==> src/rtl/seq_divider.sv <==
// Multi-cycle unsigned restoring divider with a Start/Busy/Done handshake.
// Produces one quotient bit per clock; divide-by-zero completes in one cycle.
module seq_divider #(
    parameter int WIDTH = 32
) (
    input  logic             CLK,
    input  logic             RST,
    input  logic             Start,
    input  logic [WIDTH-1:0] SrcA,
    input  logic [WIDTH-1:0] SrcB,
    output logic             Busy,
    output logic             Done,
    output logic [WIDTH-1:0] Quotient,
    output logic [WIDTH-1:0] Remainder,
    output logic             DivByZero,
    output logic             zero_flag
);

    localparam int CW = (WIDTH > 1) ? $clog2(WIDTH) : 1;

    localparam logic [1:0] S_IDLE = 2'd0;
    localparam logic [1:0] S_RUN  = 2'd1;
    localparam logic [1:0] S_DONE = 2'd2;

    logic [1:0]       state;
    logic [WIDTH-1:0] dividend;
    logic [WIDTH-1:0] divisor;
    logic [WIDTH-1:0] rem;
    logic [CW-1:0]    count;

    logic [WIDTH:0]   shifted;
    logic [WIDTH:0]   diff;
    logic             q_bit;
    logic [WIDTH-1:0] rem_next;
    logic [WIDTH-1:0] dividend_next;
    logic             accept;
    logic             last_iter;

    // One restoring step. diff[WIDTH] is the borrow: clear means shifted >= divisor.
    // NOTE: every always_comb output gets a value on every path, so no latch is inferred.
    always_comb begin
        shifted       = {rem, dividend[WIDTH-1]};
        diff          = shifted - {1'b0, divisor};
        q_bit         = ~diff[WIDTH];
        rem_next      = q_bit ? diff[WIDTH-1:0] : shifted[WIDTH-1:0];
        dividend_next = {dividend[WIDTH-2:0], q_bit};
    end

    assign accept    = Start && ((state == S_IDLE) || (state == S_DONE));
    assign last_iter = (count == CW'(WIDTH - 1));

    // NOTE: state is updated with non-blocking assignments so all registers see pre-edge values.
    always_ff @(posedge CLK or posedge RST) begin
        if (RST) begin
            state     <= S_IDLE;
            dividend  <= '0;
            divisor   <= '0;
            rem       <= '0;
            count     <= '0;
            Quotient  <= '0;
            Remainder <= '0;
            DivByZero <= 1'b0;
        end else begin
            case (state)
                S_IDLE, S_DONE: begin
                    if (accept) begin
                        dividend  <= SrcA;
                        divisor   <= SrcB;
                        rem       <= '0;
                        count     <= '0;
                        DivByZero <= 1'b0;
                        if (SrcB == '0) begin
                            Quotient  <= '1;
                            Remainder <= SrcA;
                            DivByZero <= 1'b1;
                            state     <= S_DONE;
                        end else begin
                            state <= S_RUN;
                        end
                    end else begin
                        state <= S_IDLE;
                    end
                end
                S_RUN: begin
                    dividend <= dividend_next;
                    rem      <= rem_next;
                    count    <= count + CW'(1);
                    if (last_iter) begin
                        Quotient  <= dividend_next;
                        Remainder <= rem_next;
                        state     <= S_DONE;
                    end
                end
                default: state <= S_IDLE;
            endcase
        end
    end

    assign Busy      = (state == S_RUN);
    assign Done      = (state == S_DONE);
    assign zero_flag = (Quotient == '0);

endmodule

==> config.mk <==
export PLATFORM = sky130hd
export DESIGN_NAME = seq_divider
export DESIGN_NICKNAME = d
export VERILOG_FILES = /design/src/rtl/seq_divider.sv
export SDC_FILE = /design/constraint.sdc
export NUM_CORES = 1
export LEC_CHECK = 0
export ABC_AREA = 1
export BUFFER_PORTS_ARGS = -buffer_cell sky130_fd_sc_hd__clkbuf_2
export CAP_MARGIN = 20
export CORE_MARGIN = 1
export CORE_UTILIZATION = 45
export DETAILED_ROUTE_END_ITERATION = 12
export HOLD_SLACK_MARGIN = 0.06
export PLACE_DENSITY = 0.75
export SETUP_SLACK_MARGIN = 0.5
export SYNTH_ARGS = -nofsm -noshare
export SYNTH_HDL_FRONTEND = slang
export SYNTH_SLANG_ARGS = --single-unit
==> constraint.sdc <==
create_clock -name CLK -period 5.8 [get_ports CLK]
set_input_delay 0.87 -clock CLK [delete_from_list [all_inputs] [get_ports CLK]]
set_output_delay 0.87 -clock CLK [all_outputs]
set_load 0.01 [all_outputs]
Yosys cells after proc, flatten, opt, wreduce, memory -nomap -nowiden
Cells that the tools add are included.
- muxes and demuxes: 20
- eq/ne operators: 6
- bitwise logic cells: 1
- $add $sub $neg: 2
- reductions and logical operators: 10
- operator list (operator ; count):
    32-bit two-way mux ; 9
    32-bit one-hot mux with 2 select lines ; 4
    32-bit zero test ; 2
    33-bit by 32-bit subtractor with 33-bit output ; 1
    5-bit one-hot mux with 2 select lines ; 1
    2-bit two-way mux ; 3
    5-bit by 1-bit adder with 5-bit output, second input constant ; 1
    5-bit equality test, second input constant ; 1
    5-bit two-way mux ; 1
    2-bit != test, second input constant ; 2
    2-bit one-hot mux with 2 select lines ; 1
    2-bit AND reduction ; 2
    4-bit AND reduction ; 1
    2-bit by 1-bit equality test with 1-bit output, second input constant ; 1
    2-bit equality test, second input constant ; 1
    2-bit zero test ; 1
    2-bit by 1-bit != test with 1-bit output, second input constant ; 1
    2-bit nonzero test ; 1
    2-bit OR reduction ; 1
    1-bit logical AND ; 1
    1-bit logical OR ; 1
    1-bit two-way mux ; 1
    1-bit NOT ; 1
- word-level logic and storage cells: 47
- register bits after elaboration: 168
- output and inout port bits: 68
- input bits: 67

Logic depth before layout (Yosys ltp)
Gate-level depths: netlist (run 1).
- depth after elaboration: 5
- depth in mapped cells: 19
- mapped depth without buffers: 18

Worst setup path before layout (run 1)
No wires, ideal clock.
- path kind: register to register
- start: register dividend[31]
- end: register Remainder[2]
- slack: 3.610 ns
- cell stages (with the launch flop): 19
- data arrival time: 2.077 ns
- path buffers: 1
- required time: 5.687 ns
- clock period less this slack: 2.190 ns
- setup time: 0.113 ns
- cell sequence: dfrtp_1 -> inv_1 -> ha_1 -> fa_1 -> inv_1 -> nand2_1 -> nand2_1 -> nand3_1 -> nand2_1 -> nand2_1 -> nand2_1 -> nand2_2 -> nand3_1 -> nand2_4 -> buf_6 -> nand3_1 -> nand3_1 -> nand2_1 -> inv_1
- word-level cells in the longest chain between the ends: 4
- ends and longest elaborated chain (item ; RTL line ; source):
    start, declared ; 26 ; logic [WIDTH-1:0] dividend;
    start signal, assigned ; 67 ; dividend <= SrcA;
    start signal, assigned ; 85 ; dividend <= dividend_next;
    33-bit by 32-bit subtractor with 33-bit output ; 43 ; diff = shifted - {1'b0, divisor};
    32-bit two-way mux ; 45 ; rem_next = q_bit ? diff[WIDTH-1:0] : shifted[WIDTH-1:0];
    32-bit two-way mux ; 88 ; if (last_iter) begin
    32-bit one-hot mux with 2 select lines ; 64 ; case (state)
    end signal, assigned ; 74 ; Remainder <= SrcA;
    end signal, assigned ; 90 ; Remainder <= rem_next;
    end, declared ; 14 ; output logic [WIDTH-1:0] Remainder,
Every way passes these cells. The select of a mux whose other input is x is not followed.
A chain may end at the register's enable or synchronous reset.

Worst setup path in the final report (run 1)
- start: register count[0]
- end: register Remainder[28]
- word-level cells in the longest chain between the ends: 3
- ends and longest elaborated chain (item ; RTL line ; source):
    start, declared ; 29 ; logic [CW-1:0] count;
    start signal, assigned ; 87 ; count <= count + CW'(1);
    5-bit equality test ; 50 ; assign last_iter = (count == CW'(WIDTH - 1));
    2-bit by 1-bit != test with 1-bit output (no line) ; -- ;
    4-bit AND reduction (no line) ; -- ;
Every way passes these cells.

==> impl_metrics.json, run 1 <==
{
  "outcome": "completed",
  "synthArstFlopShare": 1.000,
  "ys_seq_area_frac": 0.4030,
  "min_to": "divisor[9]$_DFFE_PP0P_",
  "h-tree-depth": 4,
  "critPathSlowestCell": "a21oi_4",
  "die_x_um": 154.3,
  "fin_util": 0.5228,
  "grt_pass1_vias": 9447,
  "drtAntennaViolNets": 0,
  "timing.final.crit_share": 0.5508,
  "cts_setup_buffers": 0,
  "cts_tree": "done",
  "use_met1": 0.3379,
  "ys_ff_latch": 168,
  "rsz0062_at_grt": "no",
  "gp_congestion": 0.9425,
  "grt_pass1_wl_um": 47970,
  "std_cell_rows": 55,
  "gr-usage-met2": 0.4346,
  "setup_tns_ns": 0,
  "synth_cells": 1504,
  "crit_chain": "ha_1 > nand2_1 > nor2_1 > ha_1 > inv_1 > nor2_2 > a21oi_4 > inv_2 > or2_2 > nand2_1 > inv_1",
  "cp_top_family": "simple AND/OR/NAND/NOR gates",
  "r2r_start": "count[0]$_DFFE_PP0P_",
  "synth_area_per_cell_um2": 6.936,
  "timing.reg2reg.setup_slack_ns": 2.61,
  "detailed_place_hpwl_um": 21910,
  "worst_pin_slew_ns": 0.9797,
  "drv_slew": 0,
  "num-nets-final": 1710,
  "yosysWarnings": 0,
  "drc": 0,
  "initial_core_util": 0.4593,
  "crit_buf_inv": 3,
  "die_h_um": 154.3,
  "cp-startpoint": "count[0]$_DFFE_PP0P_",
  "gr-usage-all-layers": 0.2586,
  "worst_slew_margin_rel": 0.3454,
  "synthesis.nets": 1606,
  "cts_buffer_depth": 2,
  "wire_per_inst_um": 15.39,
  "hold_depth": 2,
  "hold_buffers": 0,
  "cts_inserted_buffers": 17,
  "finalSetupViolCount": 0,
  "io_pins": 135,
  "synth_edf_count": 0,
  "cp-end-kind": "flop",
  "final_hold_viol_count": 0,
  "cp.required_ns": 6.13,
  "drive_above_1_share": 0.1499,
  "vias": 9822,
  "dr.pass1.iters": 5,
  "hold_path.class": "reg2reg",
  "power.leakage_nw": 6.691,
  "wirelength_um": 29340,
  "grt_max_degree": 169,
  "io_buffers": 134,
  "multi_input_area_mm2": 0.005001,
  "crit_fanout": 48,
  "powerDensity_mw_per_mm2": 685.2,
  "cap_violations": 0,
  "grt-busiest-layer": "met2",
  "grt_overflow": 0,
  "cts.repair.resized": 0,
  "rr_worst_depth": 11,
  "antenna_found_initial": 0,
  "regArea_mm2": 0.004204,
  "startpoint_type": "flop",
  "root_buffer": "clkbuf_16",
  "drt_iter0_markers": 911,
  "timing.final.ws_setup_ns": 2.606,
  "pre_cts_slack_ns": 2.287,
  "dieArea_mm2": 0.02379,
  "slowest_delay_ns": 0.76,
  "fin_crit_ns": 3.194,
  "max_freq_mhz": 313.0,
  "critPathArrivalTime_ns": 3.53,
  "grt_util_met3": 0.04119,
  "netlist_area_mm2": 0.01043,
  "viasPerCell": 5.153,
  "n_antenna_cell": 0,
  "nFillCells": 2259,
  "path_clk_slew_ns": 0.07,
  "peakVddDrop_mv": 0.3304,
  "path_class": "reg2reg",
  "ys_types": 40,
  "clk_latency_ns": 0.44,
  "fin_skew_ns": 0.01175,
  "core_mm2": 0.02271,
  "synthToLayoutAreaGrowth_pct": 13.81,
  "r2r-end": "Remainder[28]$_DFFE_PP0P_",
  "cts_num_sinks": 168,
  "min-delay-start": "divisor[9]$_DFFE_PP0P_",
  "synth_flop_cell": "dfrtp_1"
}
## state kept, by name, summed over array words and instances, names as in the netlist
| signal | cells |
|---|---|
| Quotient | 32 |
| dividend | 32 |
| state | 2 |
| count | 5 |
| divisor | 32 |
| Remainder | 32 |
| rem | 32 |
| DivByZero | 1 |
## cell usage after synthesis, drive strengths merged (5+ instances only)
cell	instances	area, um^2
a21oi	59	299.0
and2	6	37.54
nor3	11	60.06
nor4	7	43.79
o221ai	5	43.79
o21ai	90	450.4
inv	258	968.4
nand3	157	885.8
nand2	502	1914
nor2	78	312.8
nand4	16	100.1
clkbuf	38	143.9
xor2	14	122.6
dfrtp	168	4204
ha	34	425.4
or2	33	206.5
buf	17	120.1
## area by class of cell
cell class,instances,area share
Clock inverter,15,0.01518
Sequential cell,168,0.3541
Inverter,259,0.08221
Tap cell,285,0.03004
Clock buffer,17,0.03583
Multi-Input combinational cell,1022,0.4213
Timing Repair Buffer,140,0.06134
## how the worst max path moves through the flow
stage | to | slack (ns) | cells after the start
after floorplan | DivByZero$_DFFE_PP0P_ | 2.79 | 1
after global placement | Remainder[20]$_DFFE_PP0P_ | 2.37 | 11
after detailed placement | Remainder[2]$_DFFE_PP0P_ | 2.29 | 11
after CTS | Remainder[28]$_DFFE_PP0P_ | 2.62 | 11
after global routing | Remainder[28]$_DFFE_PP0P_ | 2.28 | 11
final | Remainder[28]$_DFFE_PP0P_ | 2.61 | 11
## cell usage in the layout (no fill, tap or decap), types with 2 or more instances in the layout
cell type,count
inv_6,4
nor4_1,7
nand2_4,2
inv_1,251
nand2_1,493
dfrtp_1,168
nor2_2,5
clkbuf_16,17
buf_4,5
clkbuf_2,134
a22o_1,2
nand2_2,7
nand3_2,20
nand3_1,137
a21oi_1,58
nor2_1,72
inv_8,3
inv_2,6
and2_1,6
nand4_1,16
xor2_1,14
ha_1,34
a21o_1,2
or2_0,5
or2_2,27
clkinv_8,5
o221ai_1,5
nor3_1,10
o21ai_0,90
## power by group
| group | switching (mW) | internal, mW |
|---|---|---|
| sequential | 0.386 | 1.67 |
| clock | 0.579 | 0.586 |
| combinational | 3.31 | 1.60 |
| total | 4.28 | 3.86 |
## cell families (layout without fill, tap and decap cells)
logic type,after synthesis,after routing,share of synthesized area
xor+xnor,15,15,0.01259
flops,168,168,0.4030
fa+ha+maj,35,35,0.04270
compound gates,162,162,0.08181
buf+inv,314,431,0.1185
simple gates,810,810,0.3414
## worst register-to-register path: stages (launching register included)
cell and delay, ns:
dfrtp_1 0.42, ha_1 0.22, nand2_1 0.11, nor2_1 0.05
ha_1 0.19, inv_1 0.07, nor2_2 0.08, a21oi_4 0.76
inv_2 0.59, or2_2 0.47, nand2_1 0.08, inv_1 0.04
## per-layer routing
metal,vias to the layer above,wire length (um)
met4,0,938
met2,266,14210
met3,53,1271
li1,4891,-
met1,4612,12920
met5,-,0
## stage by stage
step           hold WS (ns)  power (mW)  instances  area, um^2
2_1_floorplan        0.4402       5.721       1504       10440
3_3_place_gp         0.4623       6.823       1874       11270
3_5_place_dp         0.4669       6.933       1874       11270
4_1_cts              0.4845       8.136       1906       11870
5_1_grt              0.5162       8.935       1906       11870
6_report             0.4894       8.134       1906       11870
Power figures use the tool's default switching activity.
==> run 2, diff against run 1 <==
==> constraint.sdc (replaced) <==
create_clock -name CLK -period 3.07 [get_ports CLK]
set_input_delay 0.4605 -clock CLK [delete_from_list [all_inputs] [get_ports CLK]]
set_output_delay 0.4605 -clock CLK [all_outputs]
set_load 0.01 [all_outputs]
==> impl_metrics.json, run 2 (same netlist as run 1, synthesis figures left out) <==
{
  "grt_pass1_wl_um": 50350,
  "dr.pass1.iters": 5,
  "initial_core_util": 0.4593,
  "num-nets-final": 1735,
  "drc": 0,
  "nFillCells": 2181,
  "hold_buffers": 0,
  "grt_overflow": 0,
  "io_buffers": 134,
  "hold_path.class": "in2async",
  "vias": 10064,
  "slowest_delay_ns": 0.43,
  "fin_crit_ns": 2.516,
  "cp-end-kind": "flop",
  "grt_pass1_vias": 9832,
  "fin_skew_ns": 0.01372,
  "drtAntennaViolNets": 0,
  "n_antenna_cell": 0,
  "rr_worst_depth": 12,
  "timing.final.crit_share": 0.8197,
  "timing.reg2reg.setup_slack_ns": 0.55,
  "path_clk_slew_ns": 0.08,
  "final_hold_viol_count": 0,
  "worst_pin_slew_ns": 0.8252,
  "io_pins": 135,
  "crit_chain": "ha_1 > nand2_1 > nor3_4 > and2_4 > nand2_4 > nand3_4 > buf_12 > nand2_8 > nand3_1 > nand3_1 > nand2_1 > inv_1",
  "wire_per_inst_um": 16.31,
  "dieArea_mm2": 0.02379,
  "drt_iter0_markers": 850,
  "clk_latency_ns": 0.44,
  "gp_congestion": 0.9392,
  "layout_common_cells": "nand2_1 (487), inv_1 (251), dfrtp_1 (168)",
  "hold_ws_ns": 0.05705,
  "path_class": "reg2reg",
  "drive_above_1_share": 0.1810,
  "std_cell_rows": 55,
  "critPathSlowestCell": "dfrtp_1",
  "crit_fanout": 8,
  "cp.required_ns": 3.41,
  "drv_slew": 0,
  "antenna_found_initial": 0,
  "synthToLayoutAreaGrowth_pct": 19.38,
  "final_common_cell": "nand2_1",
  "die_x_um": 154.3,
  "cts_inserted_buffers": 17,
  "die_h_um": 154.3,
  "cts_num_sinks": 168,
  "setup_tns_ns": 0,
  "detailed_place_hpwl_um": 22680,
  "cts_tree": "done",
  "cap_violations": 0,
  "root_buffer": "clkbuf_16",
  "rsz0062_at_grt": "no",
  "r2r-end": "Remainder[15]$_DFFE_PP0P_",
  "max_freq_mhz": 397.4,
  "worst_slew_margin_rel": 0.4499,
  "gr-usage-all-layers": 0.2731,
  "h-tree-depth": 4,
  "r2r_start": "rem[28]$_DFFE_PP0P_",
  "critPathArrivalTime_ns": 2.85,
  "pre_cts_slack_ns": 0.2730,
  "grt_max_degree": 71,
  "cts_buffer_depth": 2,
  "startpoint_type": "flop",
  "finalSetupViolCount": 0,
  "timing.final.ws_setup_ns": 0.5535,
  "wirelength_um": 31490,
  "core_mm2": 0.02271,
  "viasPerCell": 5.212,
  "outcome": "completed"
}
## run 2: timing repair
item	in CTS	in global routing
pin swaps	6	8
endpoints found under the setup margin	66	67
resized for setup	23	31
cloned	6	1
buffers inserted	0	10
## run 2: final cells by class
cell class                 instances  area, um^2  share of cell area
inverter                         259       975.9             0.07837
multi-input combinational       1029        5383              0.4322
clock inverter                    15       178.9             0.01437
sequential                       168        4204              0.3376
clock buffer                      17       425.4             0.03416
tap                              285       356.6             0.02863
timing repair buffer             158       929.6             0.07465
## run 2: worst max-delay path by stage
stage                                   startpoint                        end
after CTS                 dividend[31]$_DFFE_PP0P_  Remainder[24]$_DFFE_PP0P_
after global routing      dividend[31]$_DFFE_PP0P_  Remainder[15]$_DFFE_PP0P_
after detailed placement  dividend[31]$_DFFE_PP0P_  Remainder[24]$_DFFE_PP0P_
final                          rem[28]$_DFFE_PP0P_  Remainder[15]$_DFFE_PP0P_
after floorplan                                RST      DivByZero$_DFFE_PP0P_
after global placement    dividend[31]$_DFFE_PP0P_  Remainder[23]$_DFFE_PP0P_
## run 2: metal layers
metal  routed length (um)  track usage  up-vias
li1                     -            -     4955
met1                13610       0.3580     4672
met2                14810       0.4478      376
met3                 2001      0.04511       61
met4                 1066       0.1169        0
met5                    0            0        -
## run 2: critical path: cells and delay by family, from the launching register on
| kind | cells | cell delay, ns |
|---|---|---|
| AND/OR/NAND/NOR | 9 | 1.37 |
| buffers and inverters | 2 | 0.18 |
| adder cells (fa/ha/maj) | 1 | 0.42 |
| flip-flops | 1 | 0.43 |
## run 2: metrics by stage
step                      cells    util  cell area, um^2
after floorplan            1504       -            10440
after global placement     1882  0.4998            11350
after detailed placement   1882  0.4998            11350
after CTS                  1920  0.5360            12170
after global routing       1931  0.5484            12450
final                      1931  0.5484            12450
Power of run 2 is left out: the tool's default activity adds up to more than one toggle a clock period on the data nets, which glitch-free logic cannot reach.
==> run 3, diff against run 2 <==
==> constraint.sdc (replaced) <==
create_clock -name CLK -period 2.5 [get_ports CLK]
set_input_delay 0.375 -clock CLK [delete_from_list [all_inputs] [get_ports CLK]]
set_output_delay 0.375 -clock CLK [all_outputs]
set_load 0.01 [all_outputs]
==> impl_metrics.json, run 3 (same netlist as run 1, synthesis figures left out) <==
{
  "n_antenna_cell": 0,
  "grt_max_degree": 75,
  "cap_violations": 0,
  "hold_path.class": "in2reg",
  "synthToLayoutAreaGrowth_pct": 34.83,
  "viasPerCell": 5.407,
  "outcome": "completed",
  "min-delay-start": "SrcA[3]",
  "path_class": "reg2reg",
  "drtAntennaViolNets": 0,
  "cp.required_ns": 2.88,
  "cts_num_sinks": 168,
  "finalSetupViolCount": 0,
  "r2r_start": "dividend[31]$_DFFE_PP0P_",
  "drt_iter0_markers": 887,
  "h-tree-depth": 4,
  "slowest_delay_ns": 0.38,
  "timing.final.crit_share": 0.9975,
  "grt_overflow": 0,
  "final_hold_viol_count": 0,
  "hold_ws_ns": 0.1584,
  "rsz0062_at_grt": "yes",
  "layout_common_cells": "nand2_1 (479), inv_1 (246), dfrtp_1 (162)",
  "nFillCells": 1909,
  "die_h_um": 154.3,
  "root_buffer": "clkbuf_16",
  "cts_tree": "done",
  "clk_latency_ns": 0.45,
  "max_freq_mhz": 401.0,
  "io_pins": 135,
  "critPathSlowestCell": "dfrtp_1",
  "gp_congestion": 0.9915,
  "initial_core_util": 0.4593,
  "fin_skew_ns": 0.01353,
  "grt_pass1_vias": 10174,
  "die_x_um": 154.3,
  "core_mm2": 0.02271,
  "timing.reg2reg.setup_slack_ns": 0.006,
  "path_clk_slew_ns": 0.08,
  "cp-end-kind": "flop",
  "regArea_mm2": 0.004212,
  "cts_buffer_depth": 2,
  "startpoint_type": "flop",
  "drv_slew": 0,
  "dieArea_mm2": 0.02379,
  "gr-usage-all-layers": 0.2749,
  "rr_worst_depth": 19,
  "vias": 10689,
  "crit_chain": "inv_2 > ha_4 > fa_2 > inv_2 > nand2_2 > nand2_2 > nand3_2 > nand2_2 > nand2_2 > nand2_4 > nand2_4 > nand2_4 > nand2_4 > nand2_8 > buf_8 > nand3_2 > nand3_2 > nand2_1 > inv_1",
  "drc": 0,
  "io_buffers": 134,
  "fin_crit_ns": 2.494,
  "cts_inserted_buffers": 17,
  "drive_above_1_share": 0.2890,
  "dr.pass1.iters": 6,
  "num-nets-final": 1781,
  "final_common_cell": "nand2_1",
  "multi_input_area_mm2": 0.006336,
  "detailed_place_hpwl_um": 22790,
  "grt_pass1_wl_um": 51090,
  "crit_fanout": 7,
  "critPathArrivalTime_ns": 2.88,
  "wire_per_inst_um": 17.22,
  "antenna_found_initial": 0,
  "worst_pin_slew_ns": 0.6742,
  "hold_depth": 3,
  "std_cell_rows": 55,
  "wirelength_um": 34050,
  "worst_slew_margin_rel": 0.5505,
  "r2r-end": "Remainder[29]$_DFFE_PP0P_",
  "min_to": "dividend[3]$_DFFE_PP0P_"
}
run 3: per-stage QoR:
| step | std cells | setup TNS [ns] | area [um^2] | setup WS [ns] | utilization |
|---|---|---|---|---|---|
| 2_1_floorplan | 1504 | -2.644 | 10660 | -0.01574 | - |
| 3_3_place_gp | 1903 | 0 | 11780 | 0.09546 | 0.5188 |
| 3_5_place_dp | 1903 | 0 | 11780 | 0.05903 | 0.5188 |
| 4_1_cts | 1953 | 0 | 12940 | 0.1733 | 0.5696 |
| 5_1_grt | 1977 | -0.8737 | 14060 | -0.08828 | 0.6193 |
| 6_report | 1977 | 0 | 14060 | 0.006159 | 0.6193 |
run 3: area by class of cell:
type,instances,share of cell area
Multi-Input combinational cell,1022,0.4505
Clock inverter,14,0.01103
Clock buffer,18,0.03123
Tap cell,285,0.02535
Timing Repair Buffer,211,0.1126
Sequential cell,168,0.2994
Inverter,259,0.06983
run 3: worst max path at each step:
stage	start	end	depth (start not counted)	slack, ns
5_1_grt	dividend[31]$_DFFE_PP0P_	Remainder[29]$_DFFE_PP0P_	19	-0.09
4_1_cts	dividend[31]$_DFFE_PP0P_	Remainder[30]$_DFFE_PP0P_	20	0.17
3_3_place_gp	rem[16]$_DFFE_PP0P_	Remainder[18]$_DFFE_PP0P_	17	0.1
3_5_place_dp	rem[16]$_DFFE_PP0P_	Remainder[18]$_DFFE_PP0P_	17	0.06
6_report	dividend[31]$_DFFE_PP0P_	Remainder[29]$_DFFE_PP0P_	19	0.006
2_1_floorplan	RST	DivByZero$_DFFE_PP0P_	1	-0.02
run 3: critical path: cells and delay by family (launching register included):
kind,cells,cell delay (ns)
buffers and inverters,4,0.37
and+or+nand+nor,13,1.13
DFF,1,0.38
adders and majority gates,2,0.55
run 3: routing by layer:
| layer | global-route usage | vias to the layer above | part of all wire |
|---|---|---|---|
| li1 | - | 5031 | - |
| met5 | 0 | - | 0 |
| met3 | 0.04539 | 115 | 0.061 |
| met2 | 0.4578 | 443 | 0.48 |
| met1 | 0.3503 | 5100 | 0.41 |
| met4 | 0.1287 | 0 | 0.048 |
run 3: what timing repair did:
item | 4_1_cts | 5_1_grt
pin swaps | 19 | 29
endpoints found under the setup margin | 90 | 93
hold buffers | 1 | 0
cloned | 3 | 6
endpoints found under the hold margin | 20 | 0
resized for setup | 64 | 148
buffers inserted | 14 | 18
Power of run 3 is left out for the same reason.
